**src/rtl/cmp_result_debouncer.sv**
```systemverilog
// Debounces one-hot magnitude-comparator flags into a committed relation,
// flags malformed flag sets and counts committed relation changes.
module cmp_result_debouncer #(
    parameter int unsigned STABLE_CNT = 4,
    parameter int unsigned CNT_W      = 8
) (
    input  logic             clk,
    input  logic             rst_n,
    input  logic             in_valid,
    input  logic             A_greater,
    input  logic             A_equal,
    input  logic             A_less,
    input  logic             clr,
    output logic             rel_valid,
    output logic             rel_greater,
    output logic             rel_equal,
    output logic             rel_less,
    output logic             change_pulse,
    output logic [CNT_W-1:0] chg_count,
    output logic             err_onehot
);

    localparam int unsigned      RUN_W   = $clog2(STABLE_CNT + 1);
    localparam logic [RUN_W-1:0] RUN_MAX = RUN_W'(STABLE_CNT);

    // The candidate register reuses this type; IDLE there means "no candidate".
    typedef enum logic [1:0] {IDLE, LESS, EQUAL, GREATER} state_e;

    state_e           state, state_nxt;
    state_e           cand, cand_nxt;
    state_e           sample_rel;
    logic [RUN_W-1:0] run, run_nxt;
    logic             well_formed;
    logic             commit;
    logic             err_nxt;

    always_ff @(posedge clk or negedge rst_n) begin
        if (!rst_n) begin
            state <= IDLE;
            cand  <= IDLE;
            run   <= '0;
        end else begin
            state <= state_nxt;
            cand  <= cand_nxt;
            run   <= run_nxt;
        end
    end

    always_comb begin
        well_formed = 1'b1;
        sample_rel  = IDLE;
        case ({A_greater, A_equal, A_less})
            3'b100:  sample_rel = GREATER;
            3'b010:  sample_rel = EQUAL;
            3'b001:  sample_rel = LESS;
            default: well_formed = 1'b0;
        endcase
    end

    always_comb begin
        state_nxt = state;
        cand_nxt  = cand;
        run_nxt   = run;
        commit    = 1'b0;
        err_nxt   = 1'b0;
        if (in_valid) begin
            if (!well_formed) begin
                err_nxt  = 1'b1;
                cand_nxt = IDLE;
                run_nxt  = '0;
            end else begin
                if (sample_rel == cand) begin
                    if (run != RUN_MAX)
                        run_nxt = run + 1'b1;
                end else begin
                    cand_nxt = sample_rel;
                    run_nxt  = RUN_W'(1);
                end
                if (run_nxt == RUN_MAX && cand_nxt != state) begin
                    commit    = 1'b1;
                    state_nxt = cand_nxt;
                end
            end
        end
    end

    always_comb begin
        rel_valid   = (state != IDLE);
        rel_greater = (state == GREATER);
        rel_equal   = (state == EQUAL);
        rel_less    = (state == LESS);
    end

    always_ff @(posedge clk or negedge rst_n) begin
        if (!rst_n) begin
            change_pulse <= 1'b0;
            err_onehot   <= 1'b0;
            chg_count    <= '0;
        end else begin
            change_pulse <= commit;
            err_onehot   <= err_nxt;
            // clr wins over a same-edge commit; the count simply ends at zero.
            if (clr)
                chg_count <= '0;
            else if (commit && chg_count != '1)
                chg_count <= chg_count + 1'b1;
        end
    end

endmodule

```
**config.mk**
```make
export PLATFORM = sky130hd
export DESIGN_NAME = cmp_result_debouncer
export DESIGN_NICKNAME = d
export VERILOG_FILES = /design/src/rtl/cmp_result_debouncer.sv
export SDC_FILE = /design/constraint.sdc
export NUM_CORES = 1
export LEC_CHECK = 0
export BUFFER_PORTS_ARGS = -buffer_cell sky130_fd_sc_hd__buf_2
export CAP_MARGIN = 20
export CORE_MARGIN = 2
export CORE_UTILIZATION = 50
export CTS_CLUSTER_SIZE = 8
export DETAILED_ROUTE_END_ITERATION = 8
export GPL_ROUTABILITY_DRIVEN = 0
export GPL_TIMING_DRIVEN = 0
export HOLD_SLACK_MARGIN = 0.12
export PLACE_DENSITY = 0.73
export REMOVE_ABC_BUFFERS = 1
export SLEW_MARGIN = 20
export SYNTH_ARGS = -nofsm -noshare
export SYNTH_HDL_FRONTEND = slang
export SYNTH_SLANG_ARGS = --single-unit
```
**constraint.sdc**
```tcl
create_clock -name clk -period 4.7 [get_ports clk]
set_input_delay 0.235 -clock clk [delete_from_list [all_inputs] [get_ports clk]]
set_output_delay 0.235 -clock clk [all_outputs]
set_load 0.02 [all_outputs]
```
==> flow_summary.toml, run 1 <==
[timing]
finalCriticalPeriod_ns = 2.52
max_slew_margin_pct = 73.0
fmax_mhz = 397
min_period_over_period_pct = 53.6
drv_slew = 0
rsz0062_at_grt = "no"
tightest_slew_ns = 0.404
setup_tns_ns = 0
skew_ns = 0.00511
setup_slack_ns = 2.18
finalSetupViolations = 0
final_hold_viol_count = 0

[route]
drt-pass1-iter-count = 4
drtIter0Drc = 25
num_vias = 855
drt-total-wl_mm = 2.03
vias_per_cell = 5.38
antenna_left = 0
drt-wirelength-per-cell_um = 12.8
drcViolationCount = 0

[min_path]
hold_end = "chg_count[7]"
hold_path_class = "primary input to flip-flop"
min_path_cells = 2
hold_path.startpoint = "clr"

[synthesis]
synth_top_cell_area_share_pct = 39.5
yosysTopAreaCell = "dfrtp_1"
synth-seq-cells = 17
synth_area_sq_um = 1080
yosysSeqAreaShare_pct = 39.5
avgSynthCellArea_sq_um = 9.61
synthTopCellsByArea = "dfrtp_1, mux2_2, nor2_1, ha_1, xnor2_1"
yosys_warnings = 0
async_flop_share_pct = 100
synth_edf_count = 0
synthCells = 112
synth_flop_cell = "dfrtp_1"
synth_cell_types = 42

[cts]
clockBufferDepth = 2
insertion_delay_ns = 0.28
root_buffer = "clkbuf_4"
ctsResizeCount = 0
cts_sinks = 17
clk_pin_slew_worst_paths_ns = 0.10
cts_hold_buf = 1
cts_tree = "yes"
htreeDepth = 1
cts_setup_buffers = 0
cts-buffers-inserted = 3

[placed_design]
dp_hpwl_mm = 1.51
placed_cells = 154
placed_cell_area_sq_um = 1190
pre_cts_slack_ns = 2.22
numPortBuffers = 20

[pwr]
cellLeakagePower_nw = 0.572
peakVddDrop_v = 0.000152
cellPowerDensity_nw_per_um2 = 226

[cells_and_area]
n_antenna_cell = 0
nNetsFinal = 143
design_area_sq_um = 1220
area.growth.synth_to_final_pct = 13.8
finalNonFillerCells = 159
utilization_pct = 61.2
drive_above_1_share_pct = 28.0
mostFrequentLayoutCell = "buf_2"
fillerInstances = 171
final_cell_mix = "buf_2, dfrtp_1, nor2_1"

[setup_path]
r2r-start = "run[0]"
start_kind = "flip-flop"
worstPathCellList = "inv_1 > ha_1 > nand2_1 > xnor2_1 > or4_4 > nor3_4 > or4b_1 > a21oi_1"
worst-path-buf-inv = 1
critical_path_class = "flip-flop to flip-flop"
cp-end-kind = "flip-flop"
cp_top_family = "simple AND/OR/NAND/NOR gates"
crit_path_max_incr_delay_ns = 0.47
required_ns = 4.91
cp_slowest_cell = "or4b_1"
worst-r2r-cell-count = 8
rrSetupSlack_ns = 2.18
crit_arrival_ns = 2.73
rr_endpoint = "chg_count[5]"
crit_fanout = 9

[die]
initial_utilization_pct = 53.8
dieArea_sq_um = 2540
core_area_sq_um = 2000
ios = 21
rows = 16
die_w_um = 50.4
die_y_um = 50.4

[grt]
overflow = 0
grt_pass1_vias = 791
use_met3_pct = 3.57
busiest_layer = "met2"
antenna_found_initial = 0
grt_first_pass_wirelength_mm = 3.68
use_met1_pct = 27.0
grt_max_degree = 18
grt_use_met2_pct = 28.1
grt_usage_pct = 19.0

[status]
status = "completed"

[flow_run]
cap_viol_max_count = 0
-- through the flow --
step / power, W / hold WS [ns]
floorplan: 0.000186 / -0.0606
global placement: 0.000201 / 0.178
detailed placement: 0.000203 / 0.178
CTS: 0.000281 / 0.219
global route: 0.000295 / 0.231
finish: 0.000277 / 0.229
-- synth_stat cells, drive strengths merged (4+ instances only) --
cell type and instances:
a21oi 4, nand3 4, mux2 6, buf 4
dfrtp 17, nand2 6, nor2b 4, xnor2 4
nor2 12, o21ai 5, inv 5
-- worst max path at each step --
stage | from | end | slack [ns] | cells after the start
after CTS | run[0] | chg_count[5] | 2.18 | 8
final | run[0] | chg_count[5] | 2.18 | 8
after floorplan | run[0] | chg_count[5] | 2.44 | 6
after global placement | run[0] | chg_count[5] | 2.29 | 8
after global routing | run[0] | chg_count[5] | 2.01 | 8
after detailed placement | run[0] | chg_count[5] | 2.22 | 8
-- routing by layer --
layer / part of all wire, % / vias to the layer above
li1: - / 440
met1: 51 / 399
met2: 45 / 14
met3: 3.1 / 2
met4: 0.94 / 0
met5: 0 / -
-- sequential cells by signal (all words and copies together), names as in the netlist --
signal        cells
state             2
chg_count         8
cand              2
run               3
err_onehot        1
change_pulse      1
-- logic make-up (layout without fill, tap and decap cells) --
family / Yosys count / in the layout / synth area share, %
buf+inv: 10 / 30 / 3.84
flops: 17 / 17 / 39.5
compound gates: 20 / 20 / 12.3
mux: 9 / 9 / 9.07
fa+ha+maj: 4 / 4 / 4.54
xor+xnor: 7 / 7 / 5.70
simple gates: 45 / 45 / 25.0
-- cell type report --
type	instances	area [sq um]	share of cell area [%]
flip-flops and latches	17	425	34.7
well taps	27	33.8	2.76
repair buffers	21	110	8.99
inverters	5	18.8	1.53
multi-input cells	85	609	49.7
clock buffers	3	22.5	1.84
clock inverters	1	5.00	0.409
-- power by group --
part | total (W) | internal [W] | switching (W)
clock | 0.0000766 | 0.0000316 | 0.0000450
combinational | 0.0000451 | 0.0000202 | 0.0000249
sequential | 0.000155 | 0.000150 | 0.00000500
Note: power is estimated with default switching activity, not from simulation.
==> run 2: changes to the inputs <==
- ABC_AREA: unset -> 1
- clock period: 4.7 -> 2.4 ns (I/O delays scaled with it)
==> run 2 against run 1 <==
Register-to-register slack lost 1.5 ns. Utilization up 1.4 points. Clock skew is essentially flat. Worst setup slack worse by 1.5 ns. Via count grew 10%. Global-route usage shrank 0.17 points. Cell count is 18% higher. Critical path depth up 1. Combinational power increased to 2.9 times the previous value. Critical path type unchanged. Maximum frequency increased by 51%. Die area rose by 1.3%. First-iteration DRC count shrank 72%.
==> flow_summary.toml, run 2 <==
[min_path]
hold_path.startpoint = "in_valid"
hold_path_class = "primary input to flip-flop"

[setup_path]
critical_path_class = "flip-flop to flip-flop"
rr_endpoint = "chg_count[6]"
crit_fanout = 9
start_kind = "flip-flop"
crit_arrival_ns = 1.90
cp-end-kind = "flip-flop"
crit_path_end = "chg_count[6]"
worstSetupStartpoint = "run[0]"
required_ns = 2.63
r2r-start = "run[0]"
worst-r2r-cell-count = 9
rrSetupSlack_ns = 0.73

[cts]
htreeDepth = 1
ctsResizeCount = 0
cts_sinks = 17
clk_pin_slew_worst_paths_ns = 0.09
root_buffer = "clkbuf_4"
cts-buffers-inserted = 3
clockBufferDepth = 2
insertion_delay_ns = 0.29
cts_tree = "yes"

[placed_design]
placed_cells = 183
dp_hpwl_mm = 1.56
numPortBuffers = 20

[synthesis]
synth_top_cell_area_share_pct = 39.0
async_flop_share_pct = 100
avgSynthCellArea_sq_um = 7.91
synth_area_sq_um = 1090
synthTopCellsByArea = "dfrtp_1, nand2_1, nand3_1, nor2_1, inv_1"
synth_edf_count = 0
yosysMostFrequentCell = "nand2_1"
yosys_warnings = 0
synth-seq-cells = 17
synthCells = 138
synth_flop_cell = "dfrtp_1"
yosysSeqAreaShare_pct = 39.0
yosysTopAreaCell = "dfrtp_1"
synth_top_cells_by_count = "nand2_1, dfrtp_1, nand3_1, nor2_1, inv_1"
synth_cell_types = 24

[cells_and_area]
top_register = "chg_count"
final_cell_mix = "nand2_1, buf_2, nand3_1, dfrtp_1, nor2_1"
mostFrequentLayoutCell = "nand2_1"
drive_above_1_share_pct = 24.8
area.growth.synth_to_final_pct = 14.8
finalNonFillerCells = 188
utilization_pct = 62.6
reg_top3 = "chg_count x8, run x3"
n_antenna_cell = 0
nNetsFinal = 172
largest_reg_flops = 8

[die]
initial_utilization_pct = 54.5
die_w_um = 50.7
die_y_um = 50.7
core_area_sq_um = 2000
dieArea_sq_um = 2570
rows = 16
ios = 21

[pwr]
cellLeakagePower_nw = 0.673
peakVddDrop_v = 0.000326
power.total_w = 0.000593
cellPowerDensity_nw_per_um2 = 473

[grt]
overflow = 0
grt_max_degree = 18
grt_first_pass_wirelength_mm = 3.70
grt_usage_pct = 18.8
antenna_found_initial = 0
grt_pass1_vias = 870

[status]
status = "completed"

[timing]
finalCriticalPeriod_ns = 1.67
max_slew_margin_pct = 73.6
setup_tns_ns = 0
min_period_over_period_pct = 69.6
rsz0062_at_grt = "no"
final_hold_viol_count = 0
skew_ns = 0.00493
fmax_mhz = 599
finalSetupViolations = 0
drv_slew = 0
tightest_slew_ns = 0.395

[route]
num_vias = 943
drtIter0Drc = 7
drt-pass1-iter-count = 4
drcViolationCount = 0
drt-wirelength-per-cell_um = 11.2
antenna_left = 0
vias_per_cell = 5.02
drt-total-wl_mm = 2.11

[flow_run]
cap_viol_max_count = 0
run 2: layout make-up:
type,count,area [sq um]
inverters,15,56.3
flip-flops and latches,17,425
fillers,191,749
repair buffers,21,110
well taps,27,33.8
clock buffers,4,26.3
multi-input cells,104,601
run 2: kinds of logic (layout without fill, tap and decap cells):
group	after synthesis	in the layout	synth area share, %
AND/OR/NAND/NOR	86	86	41.1
adder cells (fa/ha/maj)	3	3	3.44
flip-flops	17	17	39.0
AO/OA/AOI/OAI	8	8	4.93
XOR/XNOR	7	7	5.62
buffers and inverters	17	40	5.96
run 2: critical path, stage by stage, from the launching register on:
cell	delay, ns
dfrtp_1	0.42
ha_1	0.22
xnor2_1	0.12
nand2_1	0.06
nand3_1	0.14
a21oi_4	0.17
nand4_4	0.18
nand2_4	0.16
nand2_1	0.06
nand2_1	0.07
run 2: metrics by stage:
stage	hold slack (ns)	worst slack (ns)	cell area, sq um
5_1_grt	0.133	0.589	1250
2_1_floorplan	-0.176	0.794	1080
3_5_place_dp	0.0616	0.758	1220
6_report	0.124	0.729	1250
4_1_cts	0.123	0.729	1250
3_3_place_gp	0.0582	0.795	1220
run 2: power by group:
| group | internal, W | switching [W] |
|---|---|---|
| combinational | 0.0000423 | 0.0000864 |
| clock | 0.0000646 | 0.0000845 |
| sequential | 0.000301 | 0.0000137 |
run 2: layer usage:
metal,up-vias,GRT usage (%),wire [um]
met1,432,23.8,989
met2,18,31.8,1010
met5,-,0,0
li1,488,-,-
met4,0,8.11,38
met3,5,2.68,77
run 2: how the worst min path moves through the flow:
stage	to	slack, ns	cells past startpoint
floorplan	cand[0]	-0.18	0
global placement	chg_count[0]	0.06	1
detailed placement	chg_count[0]	0.06	1
CTS	err_onehot	0.12	3
global route	cand[0]	0.13	2
finish	run[0]	0.12	2
run 2: timing repair:
item	4_1_cts	5_1_grt
hold buffers	1	0
buffers inserted	0	0
endpoints found under the hold margin	17	0
